### src/rtl/serial_adder.sv
// -----------------------------------------------------------------------------
// serial_adder
//
// Bit-serial unsigned adder. A start pulse accepted in IDLE or DONE latches the
// two operands. They are then added LSB-first, one bit per clock, through one
// full-adder cell and a carry flip-flop. After WIDTH processing cycles the
// registered sum and carry-out are presented together with a one-cycle done
// strobe.
//
// Ports
//   clk        rising-edge clock, sole clock domain
//   rst        synchronous active-high reset, has priority over start
//   start      operation request, ignored while busy
//   a, b       operands, captured only on the accepted start edge
//   sum        registered (a + b) mod 2^WIDTH, changes only when done rises
//   carry_out  registered bit WIDTH of the true sum
//   busy       high while operand bits are being processed
//   done       one-cycle strobe, sum/carry_out valid
// -----------------------------------------------------------------------------
module serial_adder #(
  parameter int WIDTH = 8
) (
  input  logic             clk,
  input  logic             rst,
  input  logic             start,
  input  logic [WIDTH-1:0] a,
  input  logic [WIDTH-1:0] b,
  output logic [WIDTH-1:0] sum,
  output logic             carry_out,
  output logic             busy,
  output logic             done
);

  // The counter must hold 0..WIDTH-1. It keeps at least one bit so that
  // WIDTH=1 still has a legal declaration.
  localparam int CW = (WIDTH > 1) ? $clog2(WIDTH) : 1;

  typedef enum logic [1:0] {
    IDLE = 2'd0,
    RUN  = 2'd1,
    DONE = 2'd2
  } state_t;

  state_t           r_state;
  state_t           w_state_next;

  logic [WIDTH-1:0] r_sa;
  logic [WIDTH-1:0] r_sb;
  logic             r_c;
  logic [CW-1:0]    r_cnt;
  logic [WIDTH-1:0] r_sum;
  logic             r_carry_out;
  logic             r_busy;
  logic             r_done;

  logic             w_busy_next;
  logic             w_done_next;
  logic             w_load;
  logic             w_step;
  logic             w_finish;
  logic             w_last;
  logic             w_s;
  logic             w_c_next;
  logic [WIDTH-1:0] w_sum_next;

  // Single full-adder cell working on the current LSBs.
  assign w_s      = r_sa[0] ^ r_sb[0] ^ r_c;
  assign w_c_next = (r_sa[0] & r_sb[0]) | (r_sa[0] & r_c) | (r_sb[0] & r_c);
  assign w_last   = (r_cnt == CW'(WIDTH - 1));

  // Partial-sum register. The new bit enters at the MSB, so after WIDTH shifts
  // the LSB-first result lines up correctly. Only the WIDTH-1 previously
  // computed bits need storage, because the final bit comes straight from the
  // adder cell on the finishing edge.
  generate
    if (WIDTH > 1) begin : g_ps
      logic [WIDTH-2:0] r_ps;

      assign w_sum_next = {w_s, r_ps};

      always_ff @(posedge clk) begin
        if (rst) begin
          r_ps <= '0;
        end else if (w_load) begin
          r_ps <= '0;
        end else if (w_step) begin
          r_ps <= w_sum_next[WIDTH-1:1];
        end
      end
    end else begin : g_no_ps
      assign w_sum_next = w_s;
    end
  endgenerate

  // FSM state register.
  always_ff @(posedge clk) begin
    if (rst) begin
      r_state <= IDLE;
    end else begin
      r_state <= w_state_next;
    end
  end

  // Next-state logic, plus the next values of the registered strobes.
  always_comb begin
    w_state_next = r_state;
    w_busy_next  = 1'b0;
    w_done_next  = 1'b0;
    w_load       = 1'b0;
    w_step       = 1'b0;
    w_finish     = 1'b0;
    case (r_state)
      IDLE: begin
        if (start) begin
          w_state_next = RUN;
          w_busy_next  = 1'b1;
          w_load       = 1'b1;
        end
      end
      RUN: begin
        w_step = 1'b1;
        if (w_last) begin
          w_state_next = DONE;
          w_done_next  = 1'b1;
          w_finish     = 1'b1;
        end else begin
          w_busy_next = 1'b1;
        end
      end
      DONE: begin
        // Accepting start here reloads the operands with no idle gap.
        if (start) begin
          w_state_next = RUN;
          w_busy_next  = 1'b1;
          w_load       = 1'b1;
        end else begin
          w_state_next = IDLE;
        end
      end
      default: begin
        w_state_next = IDLE;
      end
    endcase
  end

  // Datapath and output registers.
  always_ff @(posedge clk) begin
    if (rst) begin
      r_sa        <= '0;
      r_sb        <= '0;
      r_c         <= 1'b0;
      r_cnt       <= '0;
      r_sum       <= '0;
      r_carry_out <= 1'b0;
      r_busy      <= 1'b0;
      r_done      <= 1'b0;
    end else begin
      r_busy <= w_busy_next;
      r_done <= w_done_next;
      if (w_load) begin
        r_sa  <= a;
        r_sb  <= b;
        r_c   <= 1'b0;
        r_cnt <= '0;
      end else if (w_step) begin
        r_sa  <= r_sa >> 1;
        r_sb  <= r_sb >> 1;
        r_c   <= w_c_next;
        r_cnt <= r_cnt + CW'(1);
      end
      // The visible result changes only on the finishing edge.
      if (w_finish) begin
        r_sum       <= w_sum_next;
        r_carry_out <= w_c_next;
      end
    end
  end

  assign sum       = r_sum;
  assign carry_out = r_carry_out;
  assign busy      = r_busy;
  assign done      = r_done;

endmodule
### config.mk
export PLATFORM = sky130hd
export DESIGN_NAME = serial_adder
export DESIGN_NICKNAME = d
export VERILOG_FILES = /design/src/rtl/serial_adder.sv
export SDC_FILE = /design/constraint.sdc
export NUM_CORES = 1
export LEC_CHECK = 0
export CORE_ASPECT_RATIO = 1.5
export CORE_MARGIN = 5
export CORE_UTILIZATION = 54
export CTS_BUF_LIST = sky130_fd_sc_hd__clkbuf_16
export DETAILED_ROUTE_END_ITERATION = 7
export PLACE_DENSITY_LB_ADDON = 0.25
export SLEW_MARGIN = 20
export SYNTH_ARGS = -nofsm -noshare
export SYNTH_HDL_FRONTEND = slang
export SYNTH_SLANG_ARGS = --single-unit
### constraint.sdc
create_clock -name clk -period 3 [get_ports clk]
set_clock_uncertainty 0.15 [all_clocks]
set_input_delay 0.45 -clock clk [delete_from_list [all_inputs] [get_ports clk]]
set_output_delay 0.45 -clock clk [all_outputs]
set_load 0.03 [all_outputs]
After elaboration in Yosys (flattened, before gate mapping)
Cells that the tools add are included.
{ "word_totals": {"ff_bits": 40} }
{ "classes": {"n_addsub": 1, "eq_ne": 5, "muxes": 15, "bitwise_logic": 7, "n_reduce_logical": 5} }
{ "ops": {"columns": ["cell", "n"], "rows": [
  ["$mux W8", 4],
  ["$mux W1", 7],
  ["$pmux W2 S3", 1],
  ["$mux W2", 2],
  ["$ne A2 B2 Y1 const B", 2],
  ["$reduce_or A2 Y1", 2],
  ["$add A3 B1 Y3 const B", 1],
  ["$and A1 B1 Y1", 3],
  ["$eq A3 B3 Y1 const B", 1],
  ["$eq A2 B1 Y1 const B", 1],
  ["$eq A2 B2 Y1 const B", 1],
  ["$logic_not A2 Y1", 1],
  ["$or A1 B1 Y1", 2],
  ["$pmux W1 S2", 1],
  ["$reduce_and A2 Y1", 1],
  ["$reduce_bool A2 Y1", 1],
  ["$xor A1 B1 Y1", 2]
]} }

Depth between registers and ports, before layout
{ "logic_depth": {"ltp_word": 4, "ltp_mapped": 6, "depth_no_buf": 5} }

Worst setup path before layout
OpenSTA, ideal clock, no wires.
{ "synth_timing": {"kind": "register to register", "start": "register r_cnt[0]", "end": "register r_sum[1] (netlist: sum[1])", "setup_ns": 0.071, "arrival_time_ns": 1.231, "slack_ns": 1.549, "path_stages_with_launch": 7, "synth_period_minus_slack_ns": 1.451, "path_cell_list": "dfxtp_1 -> ha_1 -> ha_1 -> nand3b_1 -> clkbuf_1 -> nand2_1 -> a21oi_1"} }
{ "synth_via": {"elab_chain_cells": 3} }
{ "synth_rtl": {"columns": ["element", "line", "rtl"], "rows": [
  ["from (decl)", "50", "logic [CW-1:0] r_cnt;"],
  ["from (signal assigned)", "169", "r_cnt <= r_cnt + CW'(1);"],
  ["$eq A3 B3 Y1", "69", "assign w_last = (r_cnt == CW'(WIDTH - 1));"],
  ["$mux W1", "122", "if (w_last) begin"],
  ["$mux W1", null, null],
  ["to (signal assigned)", "173", "r_sum <= w_sum_next;"],
  ["to (decl)", "51", "logic [WIDTH-1:0] r_sum;"]
]} }
Every way passes these cells.
A chain may end at the register's enable or synchronous reset.

Worst setup path in the final report
{ "layout_timing": {"start": "input start", "end": "register r_cnt[2]"} }
{ "layout_via": {"elab_chain_cells": 3} }
{ "layout_rtl": {"columns": ["element", "line", "rtl"], "rows": [
  ["from (decl)", "25", "input logic start,"],
  ["$mux W1", "114, 132", null],
  ["$mux W1", null, null],
  ["$reduce_or A2 Y1 (no line)", null, null]
]} }
Every way passes these cells.

==> run_results.csv <==
group,metric,value,unit
cells_and_area,final_cell_mix,"dfxtp_1 (40), nand2_1 (39), clkdlybuf4s50_1 (29)",
global_routing,grt_use_total,20.51,%
routing,routed_wl,3540,um
floorplan,die_x,53.79,um
yosys,netlist_instances,180,
setup_path,cp-endpoint,"r_cnt[2]$_SDFFE_PP0N_",
clocking,cts.repair.resized,0,
routing,ant_nets,0,
placed_design,gp_congestion,0.6775,
routing,wl_per_cell,14.75,um
yosys,synth_area_leaders,"dfxtp_1 (52%), nand2_1 (9.4%), a21oi_1 (6.4%)",
cells_and_area,finalNetCount,224,
timing,setup-violations-final,0,
clocking,cts_buffers,5,
setup_path,cp_max_fo,21,
setup_path,worstReg2RegStart,"r_state[0]$_SDFFE_PP0P_",
timing,min_period,2.027,ns
routing,first_pass_iters,4,
global_routing,grt_overflow,0,
placed_design,portBuffers,29,
floorplan,die_height,75.68,um
cells_and_area,postLayoutCoreUtil,70.89,%
global_routing,antenna_found_initial,0,
setup_path,r2r_end,"r_cnt[2]$_SDFFE_PP0N_",
routing,num_vias,1340,
floorplan,rows,23,
timing,setup-tns-final,0,ns
placed_design,preCtsSetupSlack,0.6661,ns
setup_path,end_kind,"register",
yosys,synth_nets,202,
clocking,post_cts_buffers,0,
pwr,p_leak,0.6801,nW
clocking,htreeDepth,2,
setup_path,worstSetupPathType,"input pin to register",
placed_design,hpwlAfterDp,2354,um
clocking,ctsLongestPathBuffers,2,
setup_path,r2r_setup_slack,1.08,ns
outcome,status,"complete, no violations",
clocking,clock_latency,0.28,ns
setup_path,crit_top_cell,"nand2b_1",
cells_and_area,drive_gt1_share,4.433,%
setup_path,crit_path_start_kind,"input pin",
min_path,hp-class,"register to register",
cells_and_area,multi_input_area,646.9,um^2
cells_and_area,fillers,220,
cells_and_area,num_antenna_cells,0,
yosys,syn-cell-area,1553,um^2
min_path,min_from,"sum[7]$_SDFFE_PP0P_",
clocking,clock-sinks,40,
cells_and_area,final_area,1938,um^2
timing,final_hold_viol_count,0,
setup_path,worstSetupStartpoint,"start",
timing,slew_headroom,39.69,%
setup_path,cp.required,3.05,ns
global_routing,grt_max_degree,31,
pwr,ir_worst_vdd,0.5006,mV
floorplan,start_util,56.80,%
cells_and_area,layout_commonest_cell,"dfxtp_1",
routing,viasPerCell,5.583,
placed_design,place_area,1799,um^2
timing,max_freq,493.3,MHz
timing,worst_slew_pin_slew,0.9046,ns
global_routing,grt_pass1_wl,5920,um
yosys,yosysWarnings,0,
job,max-cap-violations,0,
routing,drc,0,
setup_path,crit_family,"simple AND/OR/NAND/NOR gates",
yosys,ys_seq_elements,40,
cells_and_area,seq_area,800.8,um^2
yosys,syn_avg_cell_area,8.626,um^2
clocking,root_buffer,"clkbuf_16",
global_routing,grt_pass1_vias,1338,
floorplan,core_area,2734,um^2
routing,drt_iter0_drc,25,
yosys,synthDistinctLibCells,22,
setup_path,slowest_delay,0.55,ns
floorplan,die_area,4070,um^2
clocking,cts_tree,"yes",
setup_path,path_depth,4,
floorplan,ioPinCount,30,
clocking,hold_buffers,0,
timing,fin_crit_sh,67.57,%
yosys,synth-seq-area-share,51.57,%
timing,fin_ws,0.9729,ns
yosys,synth.largest_area_cell,"dfxtp_1",
pwr,powerDensity,614.2,nW/um^2
setup_path,path_buf_inv,1,
setup_path,crit_path_top_delay_cell,"nand2b_1",
setup_path,worstPathArrival,2.08,ns
setup_path,crit_path_cell_trace,"clkdlybuf4s50_1, nand2b_1, nand2b_1, a21oi_1",
clocking,clkTransAtPathRegs,0.05,ns
timing,rsz0062_at_grt,"no",
setup_path,rr_worst_depth,3,
cells_and_area,area_growth,24.82,%
yosys,synth_top_area_share,51.57,%
timing,slew_viol_final,0,
==> synthesized netlist by cell type <==
cell type	n
o22ai_1	8
xnor2_1	1
a311oi_1	5
o21a_1	1
ha_1	2
and2b_1	1
nand3b_1	1
buf_2	3
dfxtp_1	40
a22oi_1	1
nor2_1	10
buf_6	3
buf_4	5
nand3_1	10
a21oi_1	20
nor2b_1	1
nor3_1	18
mux2i_1	2
nand2b_1	3
clkbuf_1	5
fa_1	1
nand2_1	39
==> worst min-delay path by stage <==
stage / to / depth (start not counted)
after floorplan: g_ps.r_ps[0]$_SDFFE_PP0N_ / 2
after global placement: sum[0]$_SDFFE_PP0P_ / 2
after detailed placement: sum[1]$_SDFFE_PP0P_ / 2
after CTS: sum[4]$_SDFFE_PP0P_ / 2
after global routing: sum[5]$_SDFFE_PP0P_ / 2
final: sum[7]$_SDFFE_PP0P_ / 2
==> routing by layer <==
metal	global-route usage, %	wire length (um)	vias up
li1	-	-	657
met1	20.52	1366	642
met2	36.66	1918	34
met3	6.067	178	7
met4	11.65	76	0
met5	0	0	-
==> layout make-up <==
cell class	count	share of cell area, %
clock buffers	5	6.456
clock inverters	3	0.7101
multi-input cells	124	33.38
flip-flops and latches	40	41.32
well taps	37	2.389
repair buffers	31	15.75
==> power breakdown <==
| group | internal [W] | switching [W] | total [W] |
|---|---|---|---|
| Sequential | 0.000556 | 0.0000147 | 0.000571 |
| Combinational | 0.0000541 | 0.0000667 | 0.000121 |
| Clock | 0.000301 | 0.000198 | 0.000499 |
| Total | 0.000911 | 0.000279 | 0.00119 |
==> state kept, by name, indices dropped and copies added, names as in the netlist <==
name,cells
busy,1
carry_out,1
r_state,2
r_c,1
r_cnt,3
r_sa,8
done,1
g_ps.r_ps,7
sum,8
r_sb,8
==> worst reg2reg max path, stage by stage (launching register included) <==
cell and delay [ns]:
dfxtp_1 0.41, nand2b_1 0.63, nand2b_1 0.41, a21oi_1 0.24
==> per-stage QoR <==
stage,hold slack [ns],instances,total power (W)
global placement,0.2949,232,0.0006945
CTS,0.3110,240,0.001202
global route,0.3303,240,0.001240
finish,0.3069,240,0.001190
detailed placement,0.3029,232,0.0007009
floorplan,0.2866,180,0.0006676
==> cell families (layout without fill, tap and decap cells) <==
kind of cell	after synthesis	after routing	synth area share, %
adders and majority gates	3	3	2.901
and+or+nand+nor	83	83	23.45
buffers and inverters	16	39	6.769
muxes	2	2	1.289
DFF	40	40	51.57
xor gates and xnor gates	1	1	0.5642
AOI/OAI and AO/OA	35	35	13.46
Note: power is estimated with default switching activity, not from simulation.
